## config.mk

```make
export PLATFORM = sky130hd
export DESIGN_NAME = tx_stream_cipher
export DESIGN_NICKNAME = d
export VERILOG_FILES = /design/src/rtl/tx_pkg.sv /design/src/rtl/tx_ks_buffer.sv /design/src/rtl/tx_stream_cipher.sv
export SDC_FILE = /design/constraint.sdc
export NUM_CORES = 1
export LEC_CHECK = 0
export BUFFER_PORTS_ARGS = -buffer_cell sky130_fd_sc_hd__buf_4
export CAP_MARGIN = 20
export CORE_UTILIZATION = 30
export CTS_BUF_LIST = sky130_fd_sc_hd__clkbuf_16
export DETAILED_ROUTE_END_ITERATION = 16
export PLACE_DENSITY = 0.5
export SETUP_SLACK_MARGIN = 0.05
export SLEW_MARGIN = 20
export SYNTH_ARGS = -nofsm -noshare
export SYNTH_HDL_FRONTEND = slang
export SYNTH_SLANG_ARGS = --single-unit
```

## constraint.sdc

```tcl
create_clock -name i_aclk -period 43.9 [get_ports i_aclk]
set_input_delay 2.195 -clock i_aclk [delete_from_list [all_inputs] [get_ports i_aclk]]
set_output_delay 2.195 -clock i_aclk [all_outputs]
set_load 0.02 [all_outputs]
```

## src/rtl/tx_pkg.sv

```systemverilog
// Shared types and helpers for the TX stream-cipher datapath.
package tx_pkg;

    localparam int KS_BLK_W = 512;

    typedef enum logic [1:0] {
        ST_IDLE = 2'd0,
        ST_REQ  = 2'd1,
        ST_RUN  = 2'd2
    } tx_state_e;

    // Number of stream words carried by one keystream block.
    function automatic int words_per_blk(input int data_w);
        return KS_BLK_W / data_w;
    endfunction

    // Width of the word index; at least one bit even for a single-word block.
    function automatic int word_idx_w(input int data_w);
        int words;
        words = KS_BLK_W / data_w;
        return (words > 1) ? $clog2(words) : 1;
    endfunction

endpackage

```

## src/rtl/tx_ks_buffer.sv

```systemverilog
// Keystream block buffer: stores the current block, walks the word index and,
// when TX_STREAM_CIPHER_PREFETCH_EN is defined, fetches the next block early.
module tx_ks_buffer
    import tx_pkg::*;
#(
    parameter int DATA_W = 32
) (
    input  logic                i_aclk,
    input  logic                i_areset,
    input  logic                i_fill,
    input  logic                i_ks_valid,
    input  logic [KS_BLK_W-1:0] i_ks_block,
    input  logic                i_consume,
    input  logic                i_flush,
    output logic [DATA_W-1:0]   o_word,
    output logic                o_word_avail,
    output logic                o_last_word,
    output logic                o_pf_req,
    output logic                o_next_ready
);

    localparam int WORDS_PER_BLK = words_per_blk(DATA_W);
    localparam int IDX_W         = word_idx_w(DATA_W);

    logic [KS_BLK_W-1:0]                   cur_blk;
    logic [WORDS_PER_BLK-1:0][DATA_W-1:0]  cur_words;
    logic                                  cur_valid;
    logic [IDX_W-1:0]                      idx;
    logic                                  load_cur;
    logic                                  blk_done;

    assign cur_words    = cur_blk;
    assign o_word       = cur_words[idx];
    assign o_word_avail = cur_valid;
    assign o_last_word  = (idx == IDX_W'(WORDS_PER_BLK - 1));
    assign load_cur     = i_fill && i_ks_valid;
    assign blk_done     = i_consume && o_last_word && !i_flush;

`ifdef TX_STREAM_CIPHER_PREFETCH_EN
    logic [KS_BLK_W-1:0] nxt_blk;
    logic                nxt_valid;
    logic                pf_load;

    assign o_pf_req     = cur_valid && !nxt_valid;
    assign pf_load      = o_pf_req && i_ks_valid;
    assign o_next_ready = nxt_valid || pf_load;

    // Valid flags and word index; a finished block is replaced by the prefetched one.
    // NOTE: sequential state uses non-blocking (<=) so every flop samples pre-edge values.
    always_ff @(posedge i_aclk or posedge i_areset) begin
        if (i_areset) begin
            cur_valid <= 1'b0;
            nxt_valid <= 1'b0;
            idx       <= '0;
        end else if (i_flush) begin
            cur_valid <= 1'b0;
            nxt_valid <= 1'b0;
            idx       <= '0;
        end else if (load_cur) begin
            cur_valid <= 1'b1;
            idx       <= '0;
        end else if (blk_done) begin
            cur_valid <= o_next_ready;
            nxt_valid <= 1'b0;
            idx       <= '0;
        end else begin
            if (pf_load)   nxt_valid <= 1'b1;
            if (i_consume) idx <= idx + IDX_W'(1);
        end
    end

    // Block payload registers; meaning comes from the valid flags only.
    // NOTE: wide data registers carry no reset; their valid flags gate every use.
    always_ff @(posedge i_aclk) begin
        if (load_cur)
            cur_blk <= i_ks_block;
        else if (blk_done)
            cur_blk <= nxt_valid ? nxt_blk : i_ks_block;
        if (pf_load)
            nxt_blk <= i_ks_block;
    end
`else
    assign o_pf_req     = 1'b0;
    assign o_next_ready = 1'b0;

    // Valid flag and word index; a finished block simply empties the buffer.
    always_ff @(posedge i_aclk or posedge i_areset) begin
        if (i_areset) begin
            cur_valid <= 1'b0;
            idx       <= '0;
        end else if (i_flush || blk_done) begin
            cur_valid <= 1'b0;
            idx       <= '0;
        end else if (load_cur) begin
            cur_valid <= 1'b1;
            idx       <= '0;
        end else if (i_consume) begin
            idx <= idx + IDX_W'(1);
        end
    end

    // Block payload register, written only when a requested block arrives.
    always_ff @(posedge i_aclk) begin
        if (load_cur)
            cur_blk <= i_ks_block;
    end
`endif

endmodule

```

## src/rtl/tx_stream_cipher.sv

```systemverilog
// TX stream-cipher stage: XORs AXI-Stream payload with ChaCha20 keystream words,
// requesting blocks by counter and framing output with sof/tlast.
// Optional macro TX_STREAM_CIPHER_PREFETCH_EN adds a second block buffer so
// block boundaries inside a frame cost no bubble.
module tx_stream_cipher
    import tx_pkg::*;
#(
    parameter int DATA_W = 32,
    parameter int CTR_W  = 32
) (
    input  logic                i_aclk,
    input  logic                i_areset,
    input  logic                i_enable,
    input  logic [CTR_W-1:0]    i_counter_init,
    output logic                o_ks_req,
    output logic [CTR_W-1:0]    o_ks_counter,
    input  logic                i_ks_valid,
    input  logic [KS_BLK_W-1:0] i_ks_block,
    input  logic                s_axis_tvalid,
    output logic                s_axis_tready,
    input  logic [DATA_W-1:0]   s_axis_tdata,
    input  logic                s_axis_tlast,
    output logic                m_axis_tvalid,
    input  logic                m_axis_tready,
    output logic [DATA_W-1:0]   m_axis_tdata,
    output logic                m_axis_tlast,
    output logic                m_axis_sof,
    output logic                o_busy,
    output logic                o_ctr_wrap
);

    tx_state_e          state_q, state_d;
    logic [CTR_W-1:0]   ctr_q;
    logic               sof_pending_q;
    logic               wrap_q;

    logic [DATA_W-1:0]  ks_word;
    logic               word_avail, last_word, pf_req, next_ready;
    logic               accept, frame_end, blk_end, abort, fill, reload;

    assign s_axis_tready = (state_q == ST_RUN) && word_avail && (!m_axis_tvalid || m_axis_tready);
    assign accept        = s_axis_tvalid && s_axis_tready;
    assign frame_end     = accept && s_axis_tlast;
    assign blk_end       = accept && !s_axis_tlast && last_word;
    // Dropping enable before the first beat of a frame abandons the pending request.
    assign abort         = (state_q == ST_REQ) && !i_enable && sof_pending_q;
    assign fill          = (state_q == ST_REQ) && !abort;
    assign reload        = ((state_q == ST_IDLE) || frame_end) && i_enable;

    tx_ks_buffer #(.DATA_W(DATA_W)) u_ks_buffer (
        .i_aclk       (i_aclk),
        .i_areset     (i_areset),
        .i_fill       (fill),
        .i_ks_valid   (i_ks_valid),
        .i_ks_block   (i_ks_block),
        .i_consume    (accept),
        .i_flush      (frame_end),
        .o_word       (ks_word),
        .o_word_avail (word_avail),
        .o_last_word  (last_word),
        .o_pf_req     (pf_req),
        .o_next_ready (next_ready)
    );

    // State register.
    always_ff @(posedge i_aclk or posedge i_areset) begin
        if (i_areset) state_q <= ST_IDLE;
        else          state_q <= state_d;
    end

    // Next-state logic.
    // NOTE: state_d gets a default before the case so no path infers a latch.
    always_comb begin
        state_d = state_q;
        case (state_q)
            ST_IDLE: if (i_enable) state_d = ST_REQ;
            ST_REQ: begin
                if (abort)           state_d = ST_IDLE;
                else if (i_ks_valid) state_d = ST_RUN;
            end
            ST_RUN: begin
                if (frame_end)                  state_d = i_enable ? ST_REQ : ST_IDLE;
                else if (blk_end && !next_ready) state_d = ST_REQ;
            end
            default: state_d = ST_IDLE;
        endcase
    end

    // Block counter, start-of-frame flag and sticky wrap flag.
    always_ff @(posedge i_aclk or posedge i_areset) begin
        if (i_areset) begin
            ctr_q         <= '0;
            sof_pending_q <= 1'b0;
            wrap_q        <= 1'b0;
        end else if (reload) begin
            ctr_q         <= i_counter_init;
            sof_pending_q <= 1'b1;
        end else begin
            if (accept) sof_pending_q <= 1'b0;
            if (blk_end) begin
                ctr_q <= ctr_q + CTR_W'(1);
                if (&ctr_q) wrap_q <= 1'b1;
            end
        end
    end

    // Output register: load on an accepted beat, hold while stalled, clear when drained.
    always_ff @(posedge i_aclk or posedge i_areset) begin
        if (i_areset) begin
            m_axis_tvalid <= 1'b0;
            m_axis_tdata  <= '0;
            m_axis_tlast  <= 1'b0;
            m_axis_sof    <= 1'b0;
        end else if (accept) begin
            m_axis_tvalid <= 1'b1;
            m_axis_tdata  <= s_axis_tdata ^ ks_word;
            m_axis_tlast  <= s_axis_tlast;
            m_axis_sof    <= sof_pending_q;
        end else if (m_axis_tready) begin
            m_axis_tvalid <= 1'b0;
        end
    end

    assign o_ks_req     = (state_q == ST_REQ) || pf_req;
    assign o_ks_counter = pf_req ? (ctr_q + CTR_W'(1)) : ctr_q;
    assign o_busy       = (state_q != ST_IDLE) || m_axis_tvalid;
    assign o_ctr_wrap   = wrap_q;

endmodule
```

==> impl_metrics.csv <==
group,metric,value,unit
worst_setup_path,crit_buf_inv,2,
cells_and_area,final_common_cell,"buf_4",
worst_setup_path,crit_type,"input pin to output pin",
hold_path,min_delay_path_depth,1,
clock_tree,clock_path_buffers,3,
floorplanning,die_h,281,um
worst_setup_path,worstPathRequired,41.70,ns
clock_tree,cts_htree_levels,3,
sta,slew_violations,0,
worst_setup_path,cpMaxStageDelayCell,"nand2b_1",
synthesis,yosys.area_share.adder,0.107,%
power_and_ir_drop,peakVddDrop,0.0262,mV
clock_tree,post_cts_resize_count,0,
routing,first_iter_violations,976,
routing,wl_per_cell,24.8,um
power_and_ir_drop,p_clk_share,33.4,%
clock_tree,clk_latency,0.62,ns
clock_tree,cts_setup_buffers,0,
sta,setup_ws,38.78,ns
cells_and_area,register_area,17300,um2
synthesis,synth_ff_type,"edfxtp_1",
synthesis,syn-num-nets,1883,
clock_tree,numCtsBuffers,69,
clock_tree,cts_tree,"built",
place,io_buffers,653,
power_and_ir_drop,power_density,53.7,nW/um2
cells_and_area,area_growth,35.9,%
synthesis,synth_top_family_by_area,"multiplexers",
synthesis,seq_area_frac_synth,74.0,%
worst_setup_path,arrival,2.93,ns
worst_setup_path,timing.rr.end,"m_axis_tdata[24]",
sta,fmax,195,MHz
place,post-place-ws,38.34,ns
grt,grt_max_degree,191,
clock_tree,cts_sinks,588,
worst_setup_path,crit_family,"simple AND/OR/NAND/NOR gates",
place,finalWeightedCongestion,0.848,
floorplanning,die_area,78900,um2
grt,grt_pass1_wl,106,mm
worst_setup_path,crit_chain,"buf_4, nand2b_1, nand2_1, nor2_1, buf_4",
synthesis,synth_top_area_share,65.9,%
cells_and_area,multi_input_area,5760,um2
worst_setup_path,worst_setup_path_end_kind,"output pin",
cells_and_area,final_layout_size_suffix_gt1_share,44.4,%
place,dp_hpwl,56.1,mm
routing,vias,14300,
power_and_ir_drop,p_int,1.20,mW
sta,worst-slew-pin-transition,1.14,ns
power_and_ir_drop,p_switching,0.499,mW
synthesis,syn_area_per_cell,18.0,um2
sta,setup_viol,0,
clock_tree,hold_buffers,0,
clock_tree,clk_root_buffer_cell,"clkbuf_16",
synthesis,synth_edf_count,512,
worst_setup_path,reg2reg_depth,7,
floorplanning,coreArea,76500,um2
sta,post-route-period-util,11.7,%
cells_and_area,nFillCells,7020,
hold_path,hp-class,"register to register",
synthesis,synth_area_leaders,"edfxtp_1 (66%), mux4_2 (9.8%), dfrtp_1 (8.1%)",
synthesis,yosysUniqueCellTypes,44,
synthesis,ys_seq_elements,588,
worst_setup_path,worst-r2r-setup-slack,40.08,ns
routing,drt-vias-per-instance,4.68,
synthesis,synthMuxAreaShare,14.1,%
synthesis,ys_warn_count,0,
sta,setup_tns,0,ns
grt,grtUsageTotal,18.9,%
worst_setup_path,slowest_delay,0.25,ns
clock_tree,clk_pin_slew,0.06,ns
routing,drcViolationCount,0,
hold_path,min_to,"o_ctr_wrap",
synthesis,yosys.area.top_type,"edfxtp_1",
grt,antenna_found_initial,17,
worst_setup_path,crit_fanout,6,
routing,first_pass_iters,5,
power_and_ir_drop,combPwrFrac,21.3,%
routing,drtAntennaViolNets,0,
power_and_ir_drop,seqPwrFrac,45.3,%
status,outcome,"finished, final reports clean",
power_and_ir_drop,p_leak,11.5,nW
sta,fin_skew,0.0318,ns
cells_and_area,layout_common_cells,"buf_4 (665), edfxtp_1 (512), mux4_2 (102)",
hold_path,hold_start,"o_ctr_wrap",
synthesis,synth_compound_area_share,4.38,%
sta,fin_crit,5.12,ns
worst_setup_path,critPathLaunchType,"input pin",
routing,routed_wl,75.7,mm
sta,timing.slew.headroom,23.5,%
cells_and_area,nets,2549,
synthesis,synth_xor_area_share,1.35,%
worst_setup_path,path_common_cell,"buf_4",
floorplanning,initial_core_util,30.5,%
synthesis,yosys.area_share.simple,4.45,%
synthesis,synthArstFlopShare,12.9,%
sta,rsz0062_at_grt,"false",
synthesis,syn_inst,1298,
synthesis,syn_area,23300,um2
power_and_ir_drop,switching_share,29.3,%
sta,hold_viol,0,
worst_setup_path,r2r_start,"u_ks_buffer.idx[2]",
floorplanning,num_rows,101,
floorplanning,fp.dieW,281,um
grt,grt_pass1_vias,15300,
flow_run,maxCapViolations,0,
floorplanning,pin_count,654,
grt,grt-ovfl-total,0,
-- area by class of cell --
type | instances | area share, %
Clock inverter | 57 | 1.74
Clock buffer | 69 | 5.44
Multi-Input combinational cell | 620 | 18.2
Inverter | 19 | 0.233
Sequential cell | 588 | 54.5
Tap cell | 1030 | 4.06
Antenna cell | 6 | 0.0473
Timing Repair Buffer | 666 | 15.8
-- cells in the mapped netlist (2+ instances only) --
master and instances:
dfrtp_1 76, or4_1 3, a22oi_1 26, mux2i_1 84
and3_1 6, inv_1 19, o211ai_1 3, buf_2 25
nor2_1 20, nor3_1 8, mux4_2 102, o22ai_1 20
xor2_1 9, nand2b_1 5, or2_2 4, edfxtp_1 512
and4_1 3, a21oi_1 42, buf_4 3, ha_1 2
o221a_2 3, a31oi_1 12, a31o_2 2, a211oi_1 13
nand4_1 27, o21ai_0 40, nand2_1 100, mux2_2 13
buf_1 14, o31ai_1 2, or3_1 9, nor4_1 5
and3b_1 2, clkbuf_1 29, nor3b_1 2, nand3_1 17
xnor2_1 27, o21ai_1 3
-- metal layers --
| layer | global-route usage, % | wire [um] | vias to the layer above |
|---|---|---|---|
| met3 | 7.27 | 6870 | 95 |
| met1 | 20.8 | 27300 | 7128 |
| met5 | 0 | 155 | - |
| li1 | - | - | 6543 |
| met2 | 33.8 | 40000 | 510 |
| met4 | 5.16 | 1390 | 22 |
-- worst max-delay path by stage --
stage                             start                        to  slack (ns)  cells after the start
final                     m_axis_tready             s_axis_tready       38.78                      5
after global placement         i_enable  u_ks_buffer.cur_blk[177]       38.44                      6
after floorplan                i_enable                state_q[1]       26.08                      5
after global routing      m_axis_tready             s_axis_tready       38.73                      5
after CTS                 m_axis_tready             s_axis_tready       38.76                      5
after detailed placement       i_enable  u_ks_buffer.cur_blk[408]       38.34                      6
-- power groups by stage --
| stage | Combinational [mW] | Clock [mW] | Sequential, mW |
|---|---|---|---|
| after detailed placement | 0.373 | 0 | 0.784 |
| after CTS | 0.373 | 0.585 | 0.772 |
| after global routing | 0.396 | 0.606 | 0.782 |
| after global placement | 0.368 | 0 | 0.779 |
| final | 0.363 | 0.569 | 0.771 |
| after floorplan | 0.185 | 0 | 0.828 |
-- cells by family after synthesis --
| logic type | Yosys count |
|---|---|
| muxes | 199 |
| and+or+nand+nor | 215 |
| adders and majority gates | 2 |
| buffers and inverters | 90 |
| DFF | 588 |
| xor gates and xnor gates | 36 |
| AOI/OAI and AO/OA | 168 |
-- registers in the layout, summed over array words and instances, names as in the netlist --
| signal | flops |
|---|---|
| m_axis_sof | 1 |
| m_axis_tlast | 1 |
| ctr_q | 32 |
| u_ks_buffer.idx | 4 |
| m_axis_tdata | 32 |
| u_ks_buffer.o_word_avail | 1 |
| m_axis_tvalid | 1 |
| o_ctr_wrap | 1 |
| state_q | 2 |
| u_ks_buffer.cur_blk | 512 |
| sof_pending_q | 1 |
-- worst reg2reg max path, delay by kind of cell, from the launching register on --
kind / cells / cell delay (ns)
xor gates and xnor gates: 1 / 0.31
buffers and inverters: 2 / 1.39
AOI/OAI and AO/OA: 2 / 0.27
muxes: 2 / 1.07
DFF: 1 / 0.65
-- through the flow --
stage                     util (%)  std cells  hold WS [ns]  power [mW]  area, um2
final                         41.5       3055         0.472        1.70      31700
after global routing          41.5       3054         0.502        1.78      31700
after CTS                     41.5       3049         0.478        1.73      31700
after detailed placement      38.5       2923         0.464        1.16      29400
after global placement        38.5       2923         0.458        1.15      29400
after floorplan                  -       1298         0.455        1.01      23300
Note: power is estimated with default switching activity, not from simulation.
